`src/rtl/mc_sequencer.sv`:
```
`timescale 1ns/1ps
`default_nettype none
// ============================================================================
// Module   : mc_sequencer
// Purpose  : Single-clock multi-cycle sequencer for the SPIM datapath. Each
//            instruction is stepped through FETCH, DECODE, EXEC, MEM and WB.
//            The sequencer drives the datapath enables, mux selects and aluop.
//            It issues handshaked instruction/data memory requests, and those
//            memories may insert wait states.
// Build    : define MC_SEQ_PERF_EN to include the 32-bit retired-instruction
//            counter. When it is undefined, retired_cnt is tied to zero.
// Ports    : clk, reset (sync, active-high), run, opcode[5:0], zero, mem_ready
//            -> imem_req, dmem_req, dmem_we, pc_we, pc_sel, ir_we, reg_we,
//               regdst, memtoreg, alusrc, aluop[1:0], state[2:0], halted,
//               err_illegal, err_timeout, retired_cnt[31:0]
// Revision : 1.0 - initial release
// ============================================================================
module mc_sequencer #(
  parameter int TIMEOUT = 16,
  parameter int TO_W    = 5
) (
  input  logic        clk,
  input  logic        reset,
  input  logic        run,
  input  logic [5:0]  opcode,
  input  logic        zero,
  input  logic        mem_ready,
  output logic        imem_req,
  output logic        dmem_req,
  output logic        dmem_we,
  output logic        pc_we,
  output logic        pc_sel,
  output logic        ir_we,
  output logic        reg_we,
  output logic        regdst,
  output logic        memtoreg,
  output logic        alusrc,
  output logic [1:0]  aluop,
  output logic [2:0]  state,
  output logic        halted,
  output logic        err_illegal,
  output logic        err_timeout,
  output logic [31:0] retired_cnt
);

  localparam logic [2:0] S_IDLE   = 3'd0;
  localparam logic [2:0] S_FETCH  = 3'd1;
  localparam logic [2:0] S_DECODE = 3'd2;
  localparam logic [2:0] S_EXEC   = 3'd3;
  localparam logic [2:0] S_MEM    = 3'd4;
  localparam logic [2:0] S_WB     = 3'd5;
  localparam logic [2:0] S_ERR    = 3'd7;

  localparam logic [1:0] C_R   = 2'd0;
  localparam logic [1:0] C_LW  = 2'd1;
  localparam logic [1:0] C_SW  = 2'd2;
  localparam logic [1:0] C_BEQ = 2'd3;

  localparam logic [TO_W-1:0] TIMEOUT_C = TO_W'(TIMEOUT);

  logic [2:0]      state_q, state_d;
  logic [1:0]      cls_q, cls_d;
  logic [TO_W-1:0] wait_q, wait_d;
  logic            err_illegal_q, err_illegal_d;
  logic            err_timeout_q, err_timeout_d;

  logic [TO_W-1:0] wait_inc;
  logic [2:0]      boundary_state;

  assign wait_inc       = wait_q + TO_W'(1);
  // At an instruction boundary, run decides whether to continue or park.
  assign boundary_state = run ? S_FETCH : S_IDLE;

  // --------------------------------------------------------------------------
  // State register
  // --------------------------------------------------------------------------
  always_ff @(posedge clk) begin
    if (reset) begin
      state_q       <= S_IDLE;
      cls_q         <= C_R;
      wait_q        <= '0;
      err_illegal_q <= 1'b0;
      err_timeout_q <= 1'b0;
    end else begin
      state_q       <= state_d;
      cls_q         <= cls_d;
      wait_q        <= wait_d;
      err_illegal_q <= err_illegal_d;
      err_timeout_q <= err_timeout_d;
    end
  end

  // --------------------------------------------------------------------------
  // Next-state logic
  // --------------------------------------------------------------------------
  always_comb begin
    state_d       = state_q;
    cls_d         = cls_q;
    // The wait counter is zero whenever it is not counting. This makes it
    // start from zero on every entry into FETCH or MEM.
    wait_d        = '0;
    err_illegal_d = err_illegal_q;
    err_timeout_d = err_timeout_q;

    case (state_q)
      S_IDLE: begin
        if (run) state_d = S_FETCH;
      end

      S_FETCH: begin
        // Check mem_ready first, so a completion on the last allowed wait
        // cycle still succeeds.
        if (mem_ready) begin
          state_d = S_DECODE;
        end else if (wait_inc == TIMEOUT_C) begin
          err_timeout_d = 1'b1;
          state_d       = S_ERR;
        end else begin
          wait_d = wait_inc;
        end
      end

      S_DECODE: begin
        case (opcode)
          6'b000000: begin cls_d = C_R;   state_d = S_EXEC; end
          6'b100011: begin cls_d = C_LW;  state_d = S_EXEC; end
          6'b101011: begin cls_d = C_SW;  state_d = S_EXEC; end
          6'b000100: begin cls_d = C_BEQ; state_d = S_EXEC; end
          default: begin
            err_illegal_d = 1'b1;
            state_d       = S_ERR;
          end
        endcase
      end

      S_EXEC: begin
        case (cls_q)
          C_R:     state_d = S_WB;
          C_LW,
          C_SW:    state_d = S_MEM;
          default: state_d = boundary_state;  // BEQ retires in EXEC
        endcase
      end

      S_MEM: begin
        if (mem_ready) begin
          state_d = (cls_q == C_SW) ? boundary_state : S_WB;
        end else if (wait_inc == TIMEOUT_C) begin
          err_timeout_d = 1'b1;
          state_d       = S_ERR;
        end else begin
          wait_d = wait_inc;
        end
      end

      S_WB: begin
        state_d = boundary_state;
      end

      S_ERR: begin
        state_d = S_ERR;
      end

      default: begin
        // Encoding 6 is unreachable. Recover through IDLE.
        state_d = S_IDLE;
      end
    endcase
  end

  // --------------------------------------------------------------------------
  // Output decode
  // --------------------------------------------------------------------------
  always_comb begin
    imem_req = 1'b0;
    dmem_req = 1'b0;
    dmem_we  = 1'b0;
    pc_we    = 1'b0;
    pc_sel   = 1'b0;
    ir_we    = 1'b0;
    reg_we   = 1'b0;
    regdst   = 1'b0;
    memtoreg = 1'b0;
    alusrc   = 1'b0;
    aluop    = 2'b00;
    halted   = 1'b0;

    case (state_q)
      S_IDLE: begin
        halted = 1'b1;
      end

      S_FETCH: begin
        imem_req = 1'b1;
        ir_we    = mem_ready;
        pc_we    = mem_ready;  // pc_sel stays 0: pc+4
      end

      S_EXEC: begin
        case (cls_q)
          C_R: begin
            aluop = 2'b10;
          end
          C_LW,
          C_SW: begin
            aluop  = 2'b00;
            alusrc = 1'b1;
          end
          default: begin
            aluop  = 2'b01;
            pc_sel = 1'b1;
            pc_we  = zero;
          end
        endcase
      end

      S_MEM: begin
        // Address operands stay stable for the whole wait.
        dmem_req = 1'b1;
        dmem_we  = (cls_q == C_SW);
        aluop    = 2'b00;
        alusrc   = 1'b1;
      end

      S_WB: begin
        reg_we   = 1'b1;
        regdst   = (cls_q == C_R);
        memtoreg = (cls_q == C_LW);
      end

      default: ;
    endcase
  end

  assign state       = state_q;
  assign err_illegal = err_illegal_q;
  assign err_timeout = err_timeout_q;

  // --------------------------------------------------------------------------
  // Optional retired-instruction counter
  // --------------------------------------------------------------------------
`ifdef MC_SEQ_PERF_EN
  logic        retire;
  logic [31:0] retired_cnt_q, retired_cnt_d;

  always_comb begin
    retire = ((state_q == S_EXEC) && (cls_q == C_BEQ))
          || ((state_q == S_MEM)  && (cls_q == C_SW) && mem_ready)
          ||  (state_q == S_WB);
    retired_cnt_d = retired_cnt_q + (retire ? 32'd1 : 32'd0);  // wraps naturally
  end

  always_ff @(posedge clk) begin
    if (reset) retired_cnt_q <= '0;
    else       retired_cnt_q <= retired_cnt_d;
  end

  assign retired_cnt = retired_cnt_q;
`else
  assign retired_cnt = '0;
`endif

endmodule
`default_nettype wire

```
`config.mk`:
```
export PLATFORM = sky130hd
export DESIGN_NAME = mc_sequencer
export DESIGN_NICKNAME = d
export VERILOG_FILES = /design/src/rtl/mc_sequencer.sv
export SDC_FILE = /design/constraint.sdc
export NUM_CORES = 1
export LEC_CHECK = 0
export BUFFER_PORTS_ARGS = -buffer_cell sky130_fd_sc_hd__buf_4
export CAP_MARGIN = 20
export CORE_AREA = 5 5 57 54
export DETAILED_ROUTE_END_ITERATION = 8
export DIE_AREA = 0 0 62 59
export PLACE_DENSITY = 0.87
export SLEW_MARGIN = 0
export SYNTH_ARGS = -nofsm -noshare
export SYNTH_HDL_FRONTEND = slang
export SYNTH_SLANG_ARGS = --single-unit
```
`constraint.sdc`:
```
create_clock -name clk -period 4.21 [get_ports clk]
set_input_delay 0.842 -clock clk [delete_from_list [all_inputs] [get_ports clk]]
set_output_delay 0.842 -clock clk [all_outputs]
set_load 0.005 [all_outputs]
```
# ---- Word-level counts from Yosys, hierarchy flattened
# Cells that the tools add are included.
dict set report totals {
  ff_bits 12
  latch_bits 0
  ramBits 0
  rom_bits 0
  in_bits 11
  out_inout_bits 50
  word_cells 60
  n_memories 0
}
dict set report op_classes {
  addsub 1
  n_mul 0
  div_mod_pow 0
  n_lt_le_gt_ge 0
  eq_ne 13
  shifts 0
  mux 26
  bitwise_logic 3
  reduce_logical 12
}
# cell n
set ops {}
lappend ops {{one-hot mux 3 bit (7 select lines)} 1}
lappend ops {{2-to-1 mux 3 bit} 6}
lappend ops {{2-to-1 mux 1 bit} 13}
lappend ops {{== test 6 bit, second input constant} 2}
lappend ops {{== test 3 bit, second input constant} 3}
lappend ops {{one-hot mux 2 bit (4 select lines)} 1}
lappend ops {{OR reduction 4 bit} 2}
lappend ops {{== test 3 x 2 -> 1 bit, second input constant} 2}
lappend ops {{== test 6 x 3 -> 1 bit, second input constant} 1}
lappend ops {{zero test 6 bit} 1}
lappend ops {{one-hot mux 3 bit (2 select lines)} 1}
lappend ops {{adder 5 x 1 -> 5 bit, second input constant} 1}
lappend ops {{== test 5 bit, second input constant} 1}
lappend ops {{one-hot mux 1 bit (2 select lines)} 2}
lappend ops {{one-hot mux 2 bit (2 select lines)} 1}
lappend ops {{AND reduction 2 bit} 2}
lappend ops {{nonzero test 4 bit} 1}
lappend ops {{OR reduction 2 bit} 2}
lappend ops {{== test 3 x 1 -> 1 bit, second input constant} 1}
lappend ops {{zero test 3 bit} 1}
lappend ops {{inverter 1 bit} 3}
lappend ops {{AND reduction 3 bit} 1}
lappend ops {{OR reduction 3 bit} 1}
lappend ops {{== test 2 x 1 -> 1 bit, second input constant} 1}
lappend ops {{other kinds (4)} 4}

# ---- Depth between registers and ports, before layout
# Gate-level depths: netlist (run 1).
dict set report depth {
  depth_word 5
  ltp_mapped 6
  mapped_depth_nobuf 6
}

# ---- Worst setup path before layout (run 1)
# No wires, ideal clock.
dict set report synth_timing {
  path_kind {input port to output port}
  start {input mem_ready}
  end {output pc_we}
  arrival_time_ns 1.297
  path_slack_ns 2.071
  cell_stages 3
  n_path_buf 1
  cell_sequence {clkbuf_2 and2_1 a21o_1}
}
dict set report synth_via {
  elab_chain_cells 1
}
# element line_no
set synth_lines {}
lappend synth_lines {{start, declared} 27} ;# input logic mem_ready,
lappend synth_lines {{one-hot mux 1 bit (2 select lines)} 188} ;# case (state_q)
lappend synth_lines {{end, declared} 31} ;# output logic pc_we,
# No other way between the ends.

# ---- Final worst setup path (run 1)
dict set report layout_timing {
  start {register state_q[0] (netlist: state[0])}
  end {output pc_we}
}
dict set report layout_via {
  elab_chain_cells 2
  word_cells_on_any_way 3
}
# element line_no
set layout_lines {}
lappend layout_lines {{start, declared} 61} ;# logic [2:0] state_q, state_d;
lappend layout_lines {{start signal, assigned} 85} ;# state_q <= state_d;
lappend layout_lines {{== test 3 x 2 -> 1 bit / == test 3 x 1 -> 1 bit (equally long branches)} 188}
lappend layout_lines {{one-hot mux 1 bit (2 select lines) (*)} 188}
# Every way passes the cells marked *; elsewhere a longest branch is shown, timed or not.

==> impl_metrics.toml, run 1 <==
[floorplan]
core_mm2 = 0.00238
ioPinCount = 61
start_util_pct = 46.6
die_h_um = 59
rows = 17
fp.dieW_um = 62
die_area_mm2 = 0.00366

[sta]
finalHoldViolations = 0
setup_violations = 0
worstMarginPinSlew_ns = 0.522
slew_headroom_pct = 65.2
rsz0062_at_grt = "no"
finalSetupTns_ns = 0
skew_ns = 0.00159
max_freq_mhz = 402
slew_viol_final = 0
min_period_ns = 2.48
timing.final.crit_share_pct = 59.0

[global_routing]
gr-total-overflow = 0
grt_antenna_before_repair = 0
grt_pass1_vias = 785
grt_usage_pct = 12.0
grt_max_degree = 18
grt_pass1_wl_um = 3350

[setup_path]
path_class = "reg -> out"
cp_max_fo = 14
worst_setup_path_start_kind = "register"
cp.required_ns = 3.37
worstPathArrival_ns = 1.64
worstSetupEndpointType = "output pin"

[final_layout]
area_growth_pct = 12.1
final_area_mm2 = 0.00124
drive_above_1_share_pct = 23.9
insertedDiodeCount = 0
final_nets = 182
fillers = 242

[cts]
ctsResizeCount = 0
clkLatencyLatePin_ns = 0.27
ctsHoldBuffers = 0
cts.clk_slew.worst_paths_ns = 0.07
clk_path_buf_depth = 2
cts.sinks = 12
postCtsSetupBuffers = 0
htree_levels = 1
clockRootBuffer = "clkbuf_4"
cts_tree = "built"
cts_buffers = 3

[synthesis]
yosysTopAreaCell = "dfxtp_1"
yosysTopAreaCellShare_pct = 21.6
async_flop_share_pct = 0
synth_flop_cell = "dfxtp_1"
synth_area_mm2 = 0.00111
ys_seq_area_share_pct = 21.6
synth_most_common_cell = "buf_4"
synth-edff-count = 0
yosys-top-cells-count = "buf_4 (32), dfxtp_1 (12), nor2_1 (12)"
synth_area_per_cell_um2 = 8.10
yosys_warnings = 0
synth.area.top_cells = "dfxtp_1 (22%), buf_4 (22%), ha_1 (7.9%), nor2_1 (4.1%), and2_1 (3.9%)"
synth_seq_cells = 12
syn-instance-count = 137
synth_cell_type_count = 46

[route]
routed_wirelength_um = 2200
wl_per_cell_um = 11.5
drt-initial-drc-count = 24
ant_nets = 0
vias = 933
route.detailed.drc = 0
via_per_inst = 4.88
dr.pass1.iters = 5

[run_status]
status = "completed"

[placed_design]
port_buffers = 28
hpwl_um = 1790
gp_routability_congestion = 0.762
placed_area_mm2 = 0.00121

[pwr]
leakagePower_nw = 0.586
ir_worst_vdd_v = 0.000118
p_per_area_mw_per_mm2 = 218

[min_path]
hold_class = "reg -> reg"

[job]
drv_cap = 0
## layout make-up
type | instances | area, um2 | share of cell area, %
Timing Repair Buffer | 28 | 210 | 16.9
Inverter | 5 | 18.8 | 1.51
Tap cell | 28 | 35.0 | 2.82
Sequential cell | 12 | 240 | 19.3
Clock buffer | 4 | 36.3 | 2.92
Multi-Input combinational cell | 114 | 703 | 56.5
## layer usage
layer	track usage [%]	vias up	part of all wire (%)
met5	0	-	0
met4	6.36	0	0.91
met3	1.74	2	11
met2	18.2	44	47
met1	16.0	423	41
li1	-	464	-
## critical path, stage by stage, from the launching register on
cell	delay, ns
dfxtp_1	0.57
nand2b_1	0.16
nor2_1	0.27
and2_1	0.19
a21o_1	0.09
buf_4	0.10
## final timing paths
path / startpoint / to / slack (ns) / cells past startpoint
worst max-delay path: state[0] / pc_we / 1.73 / 5
worst min-delay path: err_illegal / err_illegal / 0.48 / 2
worst max register to register: state[1] / cls_q[1] / 2.55 / 4
worst min register to register: err_illegal / err_illegal / 0.48 / 2
## sequential cells by signal, summed over array words and instances, names as in the netlist
name and cells:
wait_q 5, state 3, cls_q 2, err_illegal 1
err_timeout 1
## metrics by stage
stage,worst slack [ns],hold WS (ns),cells,util [%],total power [W]
after global placement,1.97,0.461,187,50.7,0.000183
after global routing,1.51,0.515,191,52.2,0.000290
after floorplan,2.07,0.441,168,-,0.000180
final,1.73,0.484,191,52.2,0.000271
after detailed placement,1.96,0.467,187,50.7,0.000184
after CTS,1.71,0.487,191,52.2,0.000274
## power breakdown
| part | switching (W) | total [W] | internal, W |
|---|---|---|---|
| Sequential | 0.00000860 | 0.000125 | 0.000117 |
| Combinational | 0.0000289 | 0.0000570 | 0.0000281 |
| Clock | 0.0000360 | 0.0000885 | 0.0000525 |
| Total | 0.0000735 | 0.000271 | 0.000197 |
## cell families (layout without fill, tap and decap cells)
family	Yosys count	after routing	synth area share, %
buf+inv	42	37	25.5
flops	12	12	21.6
simple gates	41	41	21.8
other cells	1	32	0.338
compound gates	30	30	19.6
mux	1	1	0.902
fa+ha+maj	7	7	7.89
xor+xnor	3	3	2.37
## placed cells by master, fill, tap and decap left out, types with 2 or more instances in the layout
| cell type | instances |
|---|---|
| xor2_1 | 2 |
| nand2_1 | 3 |
| inv_1 | 5 |
| conb_1 | 32 |
| nor2_1 | 12 |
| nand3_1 | 3 |
| a21oi_1 | 6 |
| o21ai_0 | 3 |
| and2_1 | 7 |
| clkbuf_4 | 3 |
| a211oi_1 | 2 |
| nor3_1 | 2 |
| ha_1 | 7 |
| nand2b_1 | 3 |
| buf_4 | 28 |
| a21o_1 | 2 |
| a31oi_1 | 3 |
| nand4b_1 | 2 |
| dfxtp_1 | 12 |
Note: power is estimated with default switching activity, not from simulation.
==> inputs of run 2 (changes only) <==
--- a/config.mk
+++ b/config.mk
@@ -7,10 +7,10 @@
 export LEC_CHECK = 0
 export BUFFER_PORTS_ARGS = -buffer_cell sky130_fd_sc_hd__buf_4
 export CAP_MARGIN = 20
-export CORE_AREA = 5 5 57 54
+export CORE_AREA = 5 5 59 56
 export DETAILED_ROUTE_END_ITERATION = 8
-export DIE_AREA = 0 0 62 59
-export PLACE_DENSITY = 0.87
+export DIE_AREA = 0 0 64 61
+export PLACE_DENSITY = 0.81
 export SLEW_MARGIN = 0
 export SYNTH_ARGS = -nofsm -noshare
 export SYNTH_HDL_FRONTEND = slang
==> constraint.sdc (replaced) <==
create_clock -name clk -period 2.5 [get_ports clk]
set_input_delay 0.5 -clock clk [delete_from_list [all_inputs] [get_ports clk]]
set_output_delay 0.5 -clock clk [all_outputs]
set_load 0.005 [all_outputs]
==> run 2 against run 1 <==
Net effect: cell area is 0.20% higher; count of clock-buffer cells in the layout is the same; final cell count increased by 1.0%; clock power rose by 74%; combinational power increased by 69%; flip-flop and latch count unchanged; utilization decreased by 4.9 points; register-to-register slack worse by 1.7 ns; sequential share of layout area about the same; clock skew about the same; critical endpoint unchanged.
==> impl_metrics.toml, run 2 (synthesized netlist as in run 1, its figures left out) <==
[setup_path]
cp.required_ns = 2.00
worstPathBufferInverterCount = 1
worstPathArrival_ns = 1.69
path_cells = "nand2b_1 -> nor2_1 -> and2_1 -> a21o_1 -> buf_4"
worstSetupEndpointType = "output pin"
cp_max_fo = 14
slowest_stage = "dfxtp_1"
path_class = "reg -> out"
worst_setup_path_start_kind = "register"
cp_top_family = "simple AND/OR/NAND/NOR gates"
slowest_delay_ns = 0.59

[floorplan]
die_h_um = 61
ioPinCount = 61
rows = 18
core_mm2 = 0.00264
start_util_pct = 42.1
fp.dieW_um = 64
die_area_mm2 = 0.00390

[global_routing]
gr-total-overflow = 0
grt_antenna_before_repair = 0
grtUsageMet3_pct = 2.41
met1_usage_pct = 14.5
grt_pass1_wl_um = 3390
grt_max_degree = 18
grt_pass1_vias = 797
grtUsageMet2_pct = 16.1
grt_usage_pct = 10.7
busiest_layer = "met2"

[sta]
setup_slack_ns = 0.314
skew_ns = 0.00133
finalHoldViolations = 0
slew_viol_final = 0
rsz0062_at_grt = "no"
worstMarginPinSlew_ns = 0.498
slew_headroom_pct = 66.7
worst_hold_slack_ns = 0.435
setup_violations = 0
max_freq_mhz = 457
timing.final.crit_share_pct = 87.5
finalSetupTns_ns = 0
min_period_ns = 2.19

[cts]
cts.clk_slew.worst_paths_ns = 0.07
cts_buffers = 3
ctsHoldBuffers = 0
clockRootBuffer = "clkbuf_4"
cts.sinks = 12
htree_levels = 1
cts_tree = "built"
clk_path_buf_depth = 2
ctsResizeCount = 0
postCtsSetupBuffers = 0
clkLatencyLatePin_ns = 0.27

[pwr]
leakagePower_nw = 0.586
clock_power_share_pct = 33.4
p_per_area_mw_per_mm2 = 370
switching_power_w = 0.000129
p_int_w = 0.000332
netSwitchingFraction_pct = 27.9
ir_worst_vdd_v = 0.000197
pwr-share-comb_pct = 20.9
p_seq_share_pct = 45.8

[min_path]
hold_class = "in -> reg"

[route]
ant_nets = 0
drt-initial-drc-count = 23
dr.pass1.iters = 4
wl_per_cell_um = 11.1
via_per_inst = 4.81
route.detailed.drc = 0
routed_wirelength_um = 2150
vias = 928

[placed_design]
hpwl_um = 1730
place_worst_setup_slack_ns = 0.630
port_buffers = 28
gp_routability_congestion = 0.792
placed_area_mm2 = 0.00121

[final_layout]
layout_commonest_cell = "conb_1"
largest-register = "wait_q"
final_nets = 182
mostFrequentLayoutCells = "conb_1 (32), buf_4 (28), nor2_1 (12), dfxtp_1 (12)"
area_growth_pct = 12.3
insertedDiodeCount = 0
largest_reg_flops = 5
postLayoutCoreUtil_pct = 47.3
final_area_mm2 = 0.00125
drive_above_1_share_pct = 23.9

[run_status]
status = "completed"

[job]
drv_cap = 0
[run 2: final timing paths]
path                                start   endpoint  slack [ns]  cells after the start
worst min-delay path                reset   cls_q[0]        0.43                      2
worst max-delay path             state[0]      pc_we        0.31                      5
worst min register to register  wait_q[0]  wait_q[0]        0.50                      1
worst max register to register   state[1]   cls_q[1]        0.86                      4
[run 2: per-stage QoR]
step	std cells	total power, W
2_1_floorplan	168	0.000304
3_3_place_gp	189	0.000309
3_5_place_dp	189	0.000310
4_1_cts	193	0.000466
5_1_grt	193	0.000484
6_report	193	0.000461
[run 2: power groups by stage]
stage                     Clock, W  Sequential (W)  Combinational (W)
after CTS                 0.000160        0.000211          0.0000954
after global placement           0        0.000215          0.0000942
after detailed placement         0        0.000215          0.0000951
after global routing      0.000164        0.000213           0.000108
after floorplan                  0        0.000207          0.0000971
final                     0.000154        0.000211          0.0000962
[run 2: worst register-to-register path, stage by stage (launching register included)]
cell      delay (ns)
dfxtp_1         0.64
or3b_4          0.46
a211oi_2        0.23
nand3b_1        0.10
a21oi_1         0.15
[run 2: layer usage]
metal  wire length (um)  share of wire (%)
met1                973                 45
met2                905                 42
met3                241                 11
met4                 26                1.2
met5                  0                  0
[run 2: layout make-up]
| class | instances | area (um2) |
|---|---|---|
| fillers | 272 | 1390 |
| multi-input cells | 114 | 703 |
| flip-flops and latches | 12 | 240 |
| repair buffers | 28 | 210 |
| well taps | 30 | 37.5 |
| clock buffers | 4 | 36.3 |
| inverters | 5 | 18.8 |
==> inputs of run 3 (changes only) <==
--- a/config.mk
+++ b/config.mk
@@ -10,7 +10,7 @@
 export CORE_AREA = 5 5 59 56
 export DETAILED_ROUTE_END_ITERATION = 8
 export DIE_AREA = 0 0 64 61
-export PLACE_DENSITY = 0.81
+export PLACE_DENSITY = 0.77
 export SLEW_MARGIN = 0
 export SYNTH_ARGS = -nofsm -noshare
 export SYNTH_HDL_FRONTEND = slang
==> run 3 against run 2 <==
Net effect: combinational power barely moved; critical path depth stayed put; flip-flop and latch count is the same; total power decreased by 9.4%; fmax increased by 1.0%; final cell count shrank 0.52%; global-route usage is 0.43 points lower; first-iteration DRC count is 48% higher; largest cell class unchanged.
==> impl_metrics.toml, run 3 (synthesized netlist as in run 1, its figures left out) <==
[setup_path]
slowest_stage = "dfxtp_1"
cp.required_ns = 2.00
r2r_start = "state[1]"
ff2ff_setup_slack_ns = 0.84
slowest_delay_ns = 0.59
cp_max_fo = 14
ff2ff_path_depth = 4
path_cells = "nand2b_1 -> nor2_1 -> and2_1 -> a21o_1 -> buf_4"
cp_top_family = "simple AND/OR/NAND/NOR gates"
path_class = "reg -> out"
worstPathBufferInverterCount = 1
worstPathArrival_ns = 1.66
r2r-end = "cls_q[1]"
worst_setup_path_start_kind = "register"
worstSetupEndpointType = "output pin"

[final_layout]
final_nets = 182
largest-register = "wait_q"
area_growth_pct = 11.0
insertedDiodeCount = 0
drive_above_1_share_pct = 23.5
mostFrequentLayoutCells = "conb_1 (32), buf_4 (28), nor2_1 (12), dfxtp_1 (12)"
layout_commonest_cell = "conb_1"
fillers = 264
final_area_mm2 = 0.00123
largest_reg_flops = 5
postLayoutCoreUtil_pct = 46.8

[global_routing]
met1_usage_pct = 12.8
grt_pass1_vias = 740
grt_usage_pct = 10.3
grt_max_degree = 18
gr-total-overflow = 0
grt_pass1_wl_um = 3270
grt_antenna_before_repair = 0
busiest_layer = "met2"
grtUsageMet3_pct = 2.41
grtUsageMet2_pct = 17.5

[floorplan]
start_util_pct = 42.1
core_mm2 = 0.00264
fp.dieW_um = 64
rows = 18
ioPinCount = 61
die_h_um = 61
die_area_mm2 = 0.00390

[placed_design]
gp_routability_congestion = 0.760
hpwl_um = 1840
placed_area_mm2 = 0.00121
port_buffers = 28

[min_path]
hold_path_depth = 2
min_from = "reset"
hold_class = "in -> reg"
min_to = "cls_q[1]"

[sta]
skew_ns = 0.00377
worst_hold_slack_ns = 0.447
finalHoldViolations = 0
slew_headroom_pct = 65.9
slew_viol_final = 0
worstMarginPinSlew_ns = 0.510
setup_violations = 0
finalSetupTns_ns = 0
max_freq_mhz = 462
rsz0062_at_grt = "no"
min_period_ns = 2.16
timing.final.crit_share_pct = 86.6

[pwr]
p_per_area_mw_per_mm2 = 339
p_total_w = 0.000418
leakagePower_nw = 0.579
ir_worst_vdd_v = 0.000175

[cts]
clk_path_buf_depth = 2
clockRootBuffer = "clkbuf_4"
ctsHoldBuffers = 0
cts.clk_slew.worst_paths_ns = 0.07
ctsResizeCount = 0
postCtsSetupBuffers = 0
cts_buffers = 3
clkLatencyLatePin_ns = 0.26
htree_levels = 1
cts_tree = "built"
cts.sinks = 12

[route]
vias = 937
routed_wirelength_um = 2240
ant_nets = 0
dr.pass1.iters = 4
drt-initial-drc-count = 34
via_per_inst = 4.88
wl_per_cell_um = 11.7
route.detailed.drc = 0

[run_status]
status = "completed"

[job]
drv_cap = 0
==> run 3: cell types whose count changed in the layout (fill, tap and decap cells not counted) <==
cell      previous run  this run
clkbuf_8             1         0
==> run 3: per-stage QoR <==
step	setup slack [ns]	cells
floorplan	0.895	168
global placement	0.710	189
detailed placement	0.637	189
CTS	0.339	192
global route	0.187	192
finish	0.336	192
==> run 3: final cells by class <==
cell class	count	area, um2	area share (%)
multi-input combinational	114	703	57.1
tap	30	37.5	3.05
timing repair buffer	28	210	17.1
clock buffer	3	22.5	1.83
inverter	5	18.8	1.52
sequential	12	240	19.5
==> run 3: layer usage <==
| metal | share of wire [%] | vias to the layer above |
|---|---|---|
| li1 | - | 463 |
| met1 | 42 | 433 |
| met2 | 49 | 41 |
| met3 | 9.5 | 0 |
| met4 | 0 | 0 |
| met5 | 0 | - |
==> run 3: power breakdown <==
group / total (W) / internal, W / switching (W)
Combinational: 0.0000961 / 0.0000474 / 0.0000487
Sequential: 0.000212 / 0.000197 / 0.0000150
Clock: 0.000110 / 0.0000555 / 0.0000545
Total: 0.000418 / 0.000299 / 0.000118
==> run 3: how the worst max path moves through the flow <==
stage | depth (start not counted) | from | slack [ns] | endpoint
CTS | 5 | state[0] | 0.34 | pc_we
finish | 5 | state[0] | 0.34 | pc_we
global placement | 4 | state[2] | 0.71 | dmem_we
global route | 4 | state[2] | 0.19 | dmem_we
floorplan | 4 | state[2] | 0.90 | pc_we
detailed placement | 5 | state[0] | 0.64 | pc_we
